## src/rtl/interrupt_controller_pkg.sv

```systemverilog
// Shared definitions for the interrupt controller.
// The FSM state type and width helpers used by the controller and its return-address stack.
package interrupt_controller_pkg;

  typedef enum logic {
    S_IDLE = 1'b0,
    S_REQ  = 1'b1
  } state_t;

  // $clog2 gives zero for n <= 1. That would produce zero-width vectors, so clamp it to 1.
  function automatic int clog2_min1(input int n);
    return (n <= 2) ? 1 : $clog2(n);
  endfunction

  // Width of the interrupt-line identifier.
  function automatic int id_w(input int num_irq);
    return clog2_min1(num_irq);
  endfunction

  // Width of a stack occupancy count (0..depth inclusive).
  function automatic int lvl_w(input int depth);
    return $clog2(depth + 1);
  endfunction

  // Width of a stack slot index (0..depth-1).
  function automatic int slot_w(input int depth);
    return clog2_min1(depth);
  endfunction

endpackage

```

## src/rtl/interrupt_controller_stack.sv

```systemverilog
// irq_stack: a LIFO of {return address, interrupt id} entries for nested service.
// Ports:
//   clk, rst              clock and asynchronous active-high reset (clears occupancy)
//   push, push_addr/id    push a new entry; accepted when not full or when popping in the same cycle
//   pop                   drop the top entry; ignored when empty
//   top_addr, top_id      top entry; address reads as 0 when empty
//   full, empty, count    occupancy status
module irq_stack
  import interrupt_controller_pkg::*;
#(
  parameter int DATA_W     = 16,
  parameter int ID_W       = 3,
  parameter int NEST_DEPTH = 4
) (
  input  logic                          clk,
  input  logic                          rst,
  input  logic                          push,
  input  logic                          pop,
  input  logic [DATA_W-1:0]             push_addr,
  input  logic [ID_W-1:0]               push_id,
  output logic [DATA_W-1:0]             top_addr,
  output logic [ID_W-1:0]               top_id,
  output logic                          full,
  output logic                          empty,
  output logic [lvl_w(NEST_DEPTH)-1:0]  count
);
  localparam int LW = lvl_w(NEST_DEPTH);
  localparam int SW = slot_w(NEST_DEPTH);

  logic [DATA_W-1:0] r_addr_mem [NEST_DEPTH];
  logic [ID_W-1:0]   r_id_mem   [NEST_DEPTH];
  logic [LW-1:0]     r_count;

  logic          w_empty, w_full, w_do_pop, w_do_push;
  logic [SW-1:0] w_top_slot, w_wr_slot;

  assign w_empty    = (r_count == '0);
  assign w_full     = (r_count == LW'(NEST_DEPTH));
  assign w_top_slot = SW'(r_count - LW'(1));
  assign w_do_pop   = pop & ~w_empty;
  // A pop and a push in the same cycle replace the top entry, even when the stack is full.
  assign w_do_push  = push & (~w_full | w_do_pop);
  assign w_wr_slot  = w_do_pop ? w_top_slot : SW'(r_count);

  always_ff @(posedge clk or posedge rst) begin
    if (rst) begin
      r_count <= '0;
    end else if (w_do_push && !w_do_pop) begin
      r_count <= r_count + LW'(1);
    end else if (w_do_pop && !w_do_push) begin
      r_count <= r_count - LW'(1);
    end
  end

  // Entry storage: only the occupancy count needs a reset.
  always_ff @(posedge clk) begin
    if (w_do_push) begin
      r_addr_mem[w_wr_slot] <= push_addr;
      r_id_mem[w_wr_slot]   <= push_id;
    end
  end

  assign top_addr = w_empty ? '0 : r_addr_mem[w_top_slot];
  assign top_id   = w_empty ? '0 : r_id_mem[w_top_slot];
  assign full     = w_full;
  assign empty    = w_empty;
  assign count    = r_count;

endmodule

```

## src/rtl/interrupt_controller.sv

```systemverilog
// Interrupt controller with fixed priority (lowest index wins), vectored handler addresses,
// and a nesting stack of return addresses.
// Ports:
//   clk, rst                     clock and asynchronous active-high reset
//   irq_in                       interrupt lines (edge-latched or level, selected by EDGE_MODE)
//   mask_wr/mask_data            per-line enable write (1 = enabled)
//   vec_base_wr/vec_base_data    vector table base write
//   glob_mask/glob_unmask        clear / set the global enable
//   int_req/int_ack              request handshake with the control unit
//   int_id/int_addr              selected line and its handler address
//   ret_addr_in                  return address, pushed on int_ack
//   iret/ret_addr_out            handler return; top-of-stack return address
//   nest_level/stack_err         stack occupancy; sticky flag for a return on an empty stack
module interrupt_controller
  import interrupt_controller_pkg::*;
#(
  parameter int NUM_IRQ    = 8,
  parameter int DATA_W     = 16,
  parameter int NEST_DEPTH = 4,
  parameter int EDGE_MODE  = 1,
  parameter int VEC_STRIDE = 2
) (
  input  logic                          clk,
  input  logic                          rst,
  input  logic [NUM_IRQ-1:0]            irq_in,
  input  logic                          mask_wr,
  input  logic [NUM_IRQ-1:0]            mask_data,
  input  logic                          vec_base_wr,
  input  logic [DATA_W-1:0]             vec_base_data,
  input  logic                          glob_mask,
  input  logic                          glob_unmask,
  output logic                          int_req,
  input  logic                          int_ack,
  output logic [id_w(NUM_IRQ)-1:0]      int_id,
  output logic [DATA_W-1:0]             int_addr,
  input  logic [DATA_W-1:0]             ret_addr_in,
  input  logic                          iret,
  output logic [DATA_W-1:0]             ret_addr_out,
  output logic [lvl_w(NEST_DEPTH)-1:0]  nest_level,
  output logic                          stack_err
);
  localparam int ID_W = id_w(NUM_IRQ);

  state_t              r_state, w_state_nxt;
  logic [NUM_IRQ-1:0]  r_irq_d, r_pend, r_mask;
  logic [DATA_W-1:0]   r_vec_base, r_addr;
  logic [ID_W-1:0]     r_id;
  logic                r_gie, r_stack_err;

  logic [NUM_IRQ-1:0]  w_rise, w_clr, w_elig, w_mask_nxt;
  logic [ID_W-1:0]     w_sel_id, w_top_id;
  logic [DATA_W-1:0]   w_sel_addr, w_top_addr;
  logic                w_any, w_load, w_push, w_ack_ok, w_iret_ok, w_gie_nxt;
  logic                w_full, w_empty;

  // Pending capture stage
  assign w_rise   = irq_in & ~r_irq_d;
  assign w_ack_ok = (r_state == S_REQ) & int_ack;
  // Acking a line clears its pending bit, but a new edge arriving in the same cycle wins.
  assign w_clr    = w_ack_ok ? (NUM_IRQ'(1) << r_id) : '0;

  always_ff @(posedge clk or posedge rst) begin
    if (rst) begin
      r_irq_d <= '0;
      r_pend  <= '0;
    end else begin
      r_irq_d <= irq_in;
      if (EDGE_MODE != 0) r_pend <= (r_pend & ~w_clr) | w_rise;
      else                r_pend <= irq_in;
    end
  end

  // Configuration and global enable
  assign w_iret_ok  = iret & ~w_empty;
  assign w_mask_nxt = mask_wr ? mask_data : r_mask;

  always_comb begin
    w_gie_nxt = r_gie;
    if (glob_unmask || w_iret_ok) w_gie_nxt = 1'b1;
    if (glob_mask)                w_gie_nxt = 1'b0;
    if (w_ack_ok)                 w_gie_nxt = 1'b0;
  end

  always_ff @(posedge clk or posedge rst) begin
    if (rst) begin
      r_mask      <= '0;
      r_vec_base  <= '0;
      r_gie       <= 1'b0;
      r_stack_err <= 1'b0;
    end else begin
      r_mask <= w_mask_nxt;
      r_gie  <= w_gie_nxt;
      if (vec_base_wr)       r_vec_base  <= vec_base_data;
      if (iret && w_empty)   r_stack_err <= 1'b1;
    end
  end

  // Arbitration stage: a line must strictly outrank the in-service line to preempt it.
  always_comb begin
    w_elig = '0;
    for (int i = 0; i < NUM_IRQ; i++) begin
      w_elig[i] = r_pend[i] & r_mask[i] & r_gie & ~w_full &
                  (w_empty | (i < int'(w_top_id)));
    end
  end

  always_comb begin
    w_sel_id = '0;
    for (int i = NUM_IRQ - 1; i >= 0; i--) begin
      if (w_elig[i]) w_sel_id = ID_W'(i);
    end
  end

  assign w_any      = |w_elig;
  assign w_sel_addr = r_vec_base + DATA_W'(w_sel_id) * DATA_W'(VEC_STRIDE);

  // Request FSM
  always_ff @(posedge clk or posedge rst) begin
    if (rst) r_state <= S_IDLE;
    else     r_state <= w_state_nxt;
  end

  always_comb begin
    w_state_nxt = r_state;
    w_load      = 1'b0;
    w_push      = 1'b0;
    case (r_state)
      S_IDLE: begin
        if (w_any) begin
          w_state_nxt = S_REQ;
          w_load      = 1'b1;
        end
      end
      S_REQ: begin
        if (int_ack) begin
          w_push      = 1'b1;
          w_state_nxt = S_IDLE;
        end else if (!w_gie_nxt || !w_mask_nxt[r_id]) begin
          // Withdrawn before acceptance: the line stays pending and can be requested later.
          w_state_nxt = S_IDLE;
        end
      end
      default: w_state_nxt = S_IDLE;
    endcase
  end

  always_ff @(posedge clk or posedge rst) begin
    if (rst) begin
      r_id   <= '0;
      r_addr <= '0;
    end else if (w_load) begin
      r_id   <= w_sel_id;
      r_addr <= w_sel_addr;
    end
  end

  irq_stack #(
    .DATA_W     (DATA_W),
    .ID_W       (ID_W),
    .NEST_DEPTH (NEST_DEPTH)
  ) u_stack (
    .clk       (clk),
    .rst       (rst),
    .push      (w_push),
    .pop       (w_iret_ok),
    .push_addr (ret_addr_in),
    .push_id   (r_id),
    .top_addr  (w_top_addr),
    .top_id    (w_top_id),
    .full      (w_full),
    .empty     (w_empty),
    .count     (nest_level)
  );

  assign int_req      = (r_state == S_REQ);
  assign int_id       = r_id;
  assign int_addr     = r_addr;
  assign ret_addr_out = w_top_addr;
  assign stack_err    = r_stack_err;

endmodule

```

## config.mk

```make
export PLATFORM = sky130hd
export DESIGN_NAME = interrupt_controller
export DESIGN_NICKNAME = d
export VERILOG_FILES = /design/src/rtl/interrupt_controller_pkg.sv /design/src/rtl/interrupt_controller_stack.sv /design/src/rtl/interrupt_controller.sv
export SDC_FILE = /design/constraint.sdc
export NUM_CORES = 1
export LEC_CHECK = 0
export ABC_AREA = 1
export BUFFER_PORTS_ARGS = -buffer_cell sky130_fd_sc_hd__buf_2
export CORE_UTILIZATION = 35
export CTS_CLUSTER_SIZE = 40
export DETAILED_ROUTE_END_ITERATION = 8
export SYNTH_ARGS = -nofsm -noshare
export SYNTH_HDL_FRONTEND = slang
export SYNTH_HIERARCHICAL = 1
export SYNTH_SLANG_ARGS = --single-unit
```

## constraint.sdc

```tcl
create_clock -name clk -period 5.9 [get_ports clk]
set_clock_uncertainty 0.1 [all_clocks]
set_input_delay 0.295 -clock clk [delete_from_list [all_inputs] [get_ports clk]]
set_output_delay 0.295 -clock clk [all_outputs]
set_load 0.005 [all_outputs]
```

Word-level counts from Yosys, hierarchy flattened
Memories as Yosys holds them, arrays and structs flattened.
Cells that the tools add are included.
{"block": "totals", "ram_bits": 76, "n_memories": 2, "output_inout_bits": 40, "in_bits": 56, "register_bits": 65}
{"block": "op_classes", "order_cmp": 8, "bitwise": 52, "add_sub_neg": 3, "shifts": 1, "muxes": 29, "n_reduce_logical": 12, "eq_ne": 1}
{"name": "u_stack.r_addr_mem", "depth": 4, "width": 16, "read_ports": 1, "rd_ports_with_merged_regs": 0, "write_ports": 1, "line_no": "interrupt_controller_stack.sv:30", "text": "logic [DATA_W-1:0] r_addr_mem [NEST_DEPTH];"}
{"name": "u_stack.r_id_mem", "depth": 4, "width": 3, "read_ports": 1, "rd_ports_with_merged_regs": 0, "write_ports": 1, "line_no": "interrupt_controller_stack.sv:31", "text": "logic [ID_W-1:0] r_id_mem [NEST_DEPTH];"}
{"operator": "1-bit bitwise AND", "count": 36}
{"operator": "3-bit 2-to-1 mux", "count": 11}
{"operator": "16-bit by 4-bit adder with 16-bit output", "count": 1}
{"operator": "8-bit bitwise AND", "count": 2}
{"operator": "16-bit 2-to-1 mux", "count": 1}
{"operator": "8-bit 2-to-1 mux", "count": 2}
{"operator": "8-bit inverter", "count": 2}
{"operator": "1-bit 2-to-1 mux", "count": 12}
{"operator": "3-bit less-than comparator (first input constant)", "count": 3}
{"operator": "1-bit bitwise OR", "count": 8}
{"operator": "8-bit bitwise OR", "count": 1}
{"operator": "8-bit OR reduction", "count": 1}
{"operator": "1-bit by 3-bit left shift with 8-bit output (first input constant)", "count": 1}
{"operator": "1-bit by 3-bit less-than comparator with 1-bit output (first input constant)", "count": 2}
{"operator": "2-bit by 3-bit less-than comparator with 1-bit output (first input constant)", "count": 2}
{"operator": "1-bit logical NOT", "count": 4}
{"operator": "3-bit by 4-bit less-than comparator with 1-bit output (second input constant)", "count": 1}
{"operator": "3-bit by 1-bit adder with 3-bit output (second input constant)", "count": 1}
{"operator": "1-bit binary-select mux with 3-bit select", "count": 1}
{"operator": "3-bit == test (second input constant)", "count": 1}
{"operator": "1-bit logical AND", "count": 3}
{"operator": "3-bit logical NOT", "count": 1}
{"operator": "1-bit inverter", "count": 3}
{"operator": "3-bit by 1-bit subtractor with 3-bit output (second input constant)", "count": 1}
{"operator": "other kinds (4)", "count": 5}

Depth between registers and ports, before layout
An unclocked memory read counts as a cell.
{"block": "logic_depth", "word_depth": 14, "mapped_depth": 27}

Cells and area by module
The synthesis kept the hierarchy.
{"module": "irq_stack", "cells_per_inst": 291, "instances": 1, "area_per_inst_um2": 3331.9}
{"module": "interrupt_controller", "cells_per_inst": 349, "instances": 1, "area_per_inst_um2": 2967.8}

Worst setup path after synthesis
Ideal clock, no wire load.
{"block": "synth_timing", "path_kind": "reg2reg", "startpoint": "reg u_stack.r_count[0], in the netlist u_stack/count[0]", "endpoint": "reg r_addr[15], in the netlist int_addr[15]", "stages_incl_launch_ff": 27, "arrival_ns": 3.597, "path_slack_ns": 2.086, "synth_period_minus_slack_ns": 3.814, "setup_time_ns": 0.117, "n_path_buf": 4, "required_time_ns": 5.683, "cell_sequence": "dfrtp_1 -> buf_6 -> inv_4 -> buf_6 -> ha_1 -> inv_2 -> buf_4 -> buf_4 -> nand2_1 -> a21oi_1 -> nand2_1 -> nand2_1 -> nand2_1 -> nand2_1 -> nand2_1 -> nand2_1 -> nand2_1 -> a21boi_0 -> ha_1 -> inv_1 -> fa_1 -> o22ai_1 -> nand3b_1 -> nor2_1 -> nand2_1 -> nand3_1 -> nand2_1"}
{"block": "synth_between", "elab_chain_len": 14, "word_cells_on_any_way": 48, "cone_classes": "2 x add/sub; 7 x order compare; 1 x eq/ne; 11 x mux; 24 x bitwise; 2 x reduce/logical; 1 x memory"}
{"item": "start: declaration", "line_no": "interrupt_controller_stack.sv:32", "text": "logic [LW-1:0] r_count;"}
{"item": "start signal: assignment", "line_no": "interrupt_controller_stack.sv:49", "text": "r_count <= r_count + LW'(1);"}
{"item": "start signal: assignment", "line_no": "interrupt_controller_stack.sv:51", "text": "r_count <= r_count - LW'(1);"}
{"item": "3-bit by 1-bit subtractor with 3-bit output", "line_no": "interrupt_controller_stack.sv:39", "text": "assign w_top_slot = SW'(r_count - LW'(1));"}
{"item": "memory 4 x 3 bit"}
{"item": "3-bit 2-to-1 mux *", "line_no": "interrupt_controller_stack.sv:64", "text": "assign top_id = w_empty ? '0 : r_id_mem[w_top_slot];"}
{"item": "net w_top_id[1]", "line_no": "interrupt_controller.sv:51", "text": "logic [ID_W-1:0] w_sel_id, w_top_id;"}
{"item": "3-bit less-than comparator", "line_no": "interrupt_controller.sv:103", "text": "(w_empty | (i < int'(w_top_id)));"}
{"item": "1-bit bitwise OR", "line_no": "interrupt_controller.sv:103"}
{"item": "1-bit bitwise AND", "line_no": "interrupt_controller.sv:102", "text": "w_elig[i] = r_pend[i] & r_mask[i] & r_gie & ~w_full &"}
{"item": "3-bit 2-to-1 mux (6 in series)", "line_no": "interrupt_controller.sv:110", "text": "if (w_elig[i]) w_sel_id = ID_W'(i);"}
{"item": "3-bit 2-to-1 mux *", "line_no": "interrupt_controller.sv:110"}
{"item": "net w_sel_id[0]", "line_no": "interrupt_controller.sv:51"}
{"item": "16-bit by 4-bit adder with 16-bit output *", "line_no": "interrupt_controller.sv:115", "text": "assign w_sel_addr = r_vec_base + DATA_W'(w_sel_id) * DATA_W'(VEC_STRIDE);"}
{"item": "end signal: assignment", "line_no": "interrupt_controller.sv:153", "text": "r_addr <= w_sel_addr;"}
{"item": "end: declaration", "line_no": "interrupt_controller.sv:46", "text": "logic [DATA_W-1:0] r_vec_base, r_addr;"}
The timed path passes the listed nets; every way through them passes the cells marked *.
A chain may end at the register's enable or synchronous reset.

Worst setup path after layout
Same ends and word-level chain as after synthesis.

==> metrics.md <==
| Metric | Value |
|---|---|
| Most common cell after layout, fill and taps aside | `nand2_1` |
| Final setup margin | `1.212 ns` |
| Slew Limit Fails | `0` |
| CTS tree | `yes` |
| CTS max path bufs | `2` |
| RSZ-0062 raised after global routing | `false` |
| Detail Placement HPWL | `roughly 9.0 mm` |
| Status | `finished, final reports clean` |
| Non-Filler Instances | `between 1,000 and 1,500` |
| Cell Area, Synth | `6300 sq um` |
| Via Count | `~4,600` |
| Arr. time, crit path | `4.94 ns` |
| Remaining DRCs | `0` |
| R2R cell count | `21` |
| Clock sink count | `141` |
| Flop-to-flop setup slack | `~1.2 ns` |
| Netlist cell types | `34` |
| Top Ports | `96` |
| Final hold violations | `0` |
| Sw Ratio | `between 30% and 40%` |
| Final GP Congestion | `0.8670` |
| Wirelength, routed | `around 14 mm` |
| Slowest stage delay, CP | `between 0.4 and 0.5 ns` |
| Launching point of the worst reg2reg path | `u_stack/count[0]$_DFFE_PP0P_` |
| Setup_tns | `0 ns` |
| Setup crit start | `u_stack/count[0]$_DFFE_PP0P_` |
| Avg Cell Area, Syn | `approximately 10 sq um` |
| Critical path launch point type | `flip-flop` |
| Synth Register Bits | `141` |
| Multiplexer share of the synthesized area | `about 1.1%` |
| CTS Buf Count | `17` |
| H-tree levels | `4` |
| Synth warn | `6` |
| Die Ht | `136.2 um` |
| Synth Area in XOR/XNOR | `under 10%` |
| Net count reported at finish | `832` |
| # rows | `48` |
| Worst skew pair latency | `approximately 0.42 ns` |
| Die Area | `18,540 sq um` |
| M1 GR Usage | `between 15 and 20%` |
| Clock-pin slew on the worst setup and hold paths | `roughly 0.07 ns` |
| Rel. slew slack | `20.94%` |
| Largest net degree at the start of global routing | `63` |
| First-pass GRT wire length | `approximately 22 mm` |
| DRT antenna net count | `0` |
| Post-synthesis cell count | `between 600 and 700` |
| Port-buffer cells | `95` |
| Fmax | `between 200 and 250 MHz` |
| Cell Int Power | `around 0.0024 W` |
| Core ar. | `about 17,000 sq um` |
| PD cells | `approximately 490 nW/um^2` |
| PnR Total Power | `between 0.003 and 0.004 W` |
| Critical Path Sink Type | `flip-flop` |
| Minimum clock period | `4.688 ns` |
| Required @ worst endpoint | `6.15 ns` |
| Min-Delay Path Depth | `3` |
| Most used cell, CP | `nand2_1` |
| Die Wd | `roughly 140 um` |
| Commonest non-fill, non-tap cells in the layout | `nand2_1, buf_2, edfxtp_1` |
| Post_cts resized | `0` |
| Worst-path cell chain | `inv_4, ha_1, inv_2, nand2_1, a21oi_1, nand2_1, nand2_1, nand2_1, nand2_1, nand2_1, nand2_1, nand2_1, a21boi_0, ha_1, inv_1, fa_1, o22ai_1, nand3b_1, o21ai_0, nand3_1, nand2_1` |
| Tightest Pin Transition | `~1.2 ns` |
| Final-report setup violation count | `0` |
| Comb pwr share | `a little under two fifths` |
| Clock power frac | `28.9%` |
| Leak | `approximately 3.5 nW` |
| Drt via density | `4.612` |
| Primary FF master, synth | `edfxtp_1` |
| Antenna violations before repair | `0` |
| Critical hold path startpoint | `mask_data[1]` |
| Clock Tree Root | `clkbuf_16` |
| Synth Area in Compound Gates | `slightly below 8%` |
| Worst-path maximum fanout | `42` |
| Initial core utilization | `a little over a third` |
| Antenna diodes | `0` |
| Syn Nets | `slightly above 700` |
| Area growth from synthesis to layout | `25.04%` |
| Share of the yosys chip area belonging to registers | `62.05%` |
| All-Layer GR Usage | `between 10% and 20%` |
| Reg-to-Reg End | `int_addr[15]$_DFFE_PP0P_` |
| EDFF count, synth | `76` |
| M2 GR Usage | `a little over a quarter` |
| Net Sw Power | `around 0.0015 W` |
| Simple-Gate Fraction of Synth Area | `approximately a fifth` |
| Peak supply drop | `around 0.29 mV` |
| Critical path endpoint | `int_addr[15]$_DFFE_PP0P_` |
| Async set-reset flop share out of synthesis | `a little under half` |
| Vias in the first global route | `roughly 4,500` |
| Largest family of logic cells by synthesized area | `simple AND/OR/NAND/NOR gates` |
| Share of layout cells above drive strength 1 | `between 20% and 30%` |
| Hold crit path type | `in2reg` |
| Avg WL per Cell | `~14 um` |
| Worst setup path class | `reg2reg` |
| Slowest cell on crit path | `inv_2` |
| Placed Cells | `940` |
| Met3 Resource Use GR | `between 3 and 4%` |
| DRT iter0 DRCs | `around 280` |
| Most Used Layer, Global Route | `met2` |
| Flop pwr share | `between 30% and 40%` |
| First drt pass iteration count | `4` |
| Total congestion overflow | `0` |
| Adder-Cell Fraction of Synth Area | `under 10%` |
| Max-cap violations | `0` |
| Final hold slack | `0.01743 ns` |
| Pre-CTS setup slack | `between 1 and 1.5 ns` |
| Fin crit share | `79.46%` |
-- cells in the mapped netlist (all sizes together), types with 6 or more instances --
library cell / count / area share [%]
o21ai: 70 / 5.6
ha: 7 / 1.4
edfxtp: 76 / 36
buf: 18 / 2.5
nand3: 21 / 1.7
nand2: 196 / 12
nor2: 66 / 4.1
mux2: 6 / 1.1
xor2: 11 / 1.5
dfrtp: 65 / 26
inv: 52 / 3.1
a21oi: 20 / 1.6
-- kinds of logic after synthesis --
kind of cell | count (synthesis)
adder cells (fa/ha/maj) | 8
buffers and inverters | 74
flip-flops | 141
AND/OR/NAND/NOR | 303
XOR/XNOR | 12
AO/OA/AOI/OAI | 96
multiplexers | 6
-- what timing repair did --
| action | 4_1_cts | 5_1_grt |
|---|---|---|
| endpoints found under the hold margin | 63 | 5 |
| hold buffers | 32 | 2 |
| setup buffers | 0 | 0 |
-- metrics by stage --
stage / instance area (sq um) / utilization, %
finish: 7878 / 45.23
detailed placement: 6910 / 39.68
global route: 7878 / 45.23
floorplan: 6300 / -
CTS: 7858 / 45.11
global placement: 6910 / 39.68
-- metal layers --
layer | share of wire, % | routed length, um
met1 | 46 | 6335
met2 | 49 | 6739
met3 | 3.7 | 511
met4 | 0.75 | 102
met5 | 0 | 0
-- state kept, by name, indices dropped and copies added (netlist names), 3 cells and up --
name	count
r_pend	8
r_irq_d	8
int_addr	16
r_mask	8
r_vec_base	16
u_stack/r_id_mem	12
u_stack/r_addr_mem	64
int_id	3
u_stack/count	3
-- worst min path at each step --
stage                     slack, ns                            endpoint
final                          0.02                 r_mask[1]$_DFF_PP0_
after floorplan               -0.05        u_stack/count[0]$_DFFE_PP0P_
after CTS                    0.0003                 r_mask[1]$_DFF_PP0_
after detailed placement        0.1        u_stack/count[1]$_DFFE_PP0P_
after global placement          0.1        u_stack/count[2]$_DFFE_PP0P_
after global routing          0.003  u_stack/r_addr_mem[0][8]$_DFFE_PP_
-- power by group through the flow --
stage | combinational, W | clock (W) | sequential (W)
2_1_floorplan | 0.00109 | 0 | 0.00133
3_3_place_gp | 0.00142 | 0 | 0.00135
3_5_place_dp | 0.00143 | 0 | 0.00135
4_1_cts | 0.00146 | 0.00115 | 0.00133
5_1_grt | 0.00164 | 0.00119 | 0.00135
6_report | 0.00144 | 0.00113 | 0.00133
-- layout make-up --
type	count	area, sq um
Sequential cell	141	3909
Inverter	52	197.7
Multi-Input combinational cell	425	2032
Tap cell	225	281.5
Clock inverter	14	197.7
Timing Repair Buffer	131	830.8
Fill cell	1669	9539
Clock buffer	18	429.2
-- critical path, delay by kind of cell (launching register included) --
family          cells  cell delay (ns)
compound gates      4             1.16
buf+inv             3             0.91
flops               1             0.40
fa+ha+maj           3             1.02
simple gates       11             1.04
(Power assumes the default switching activity.)
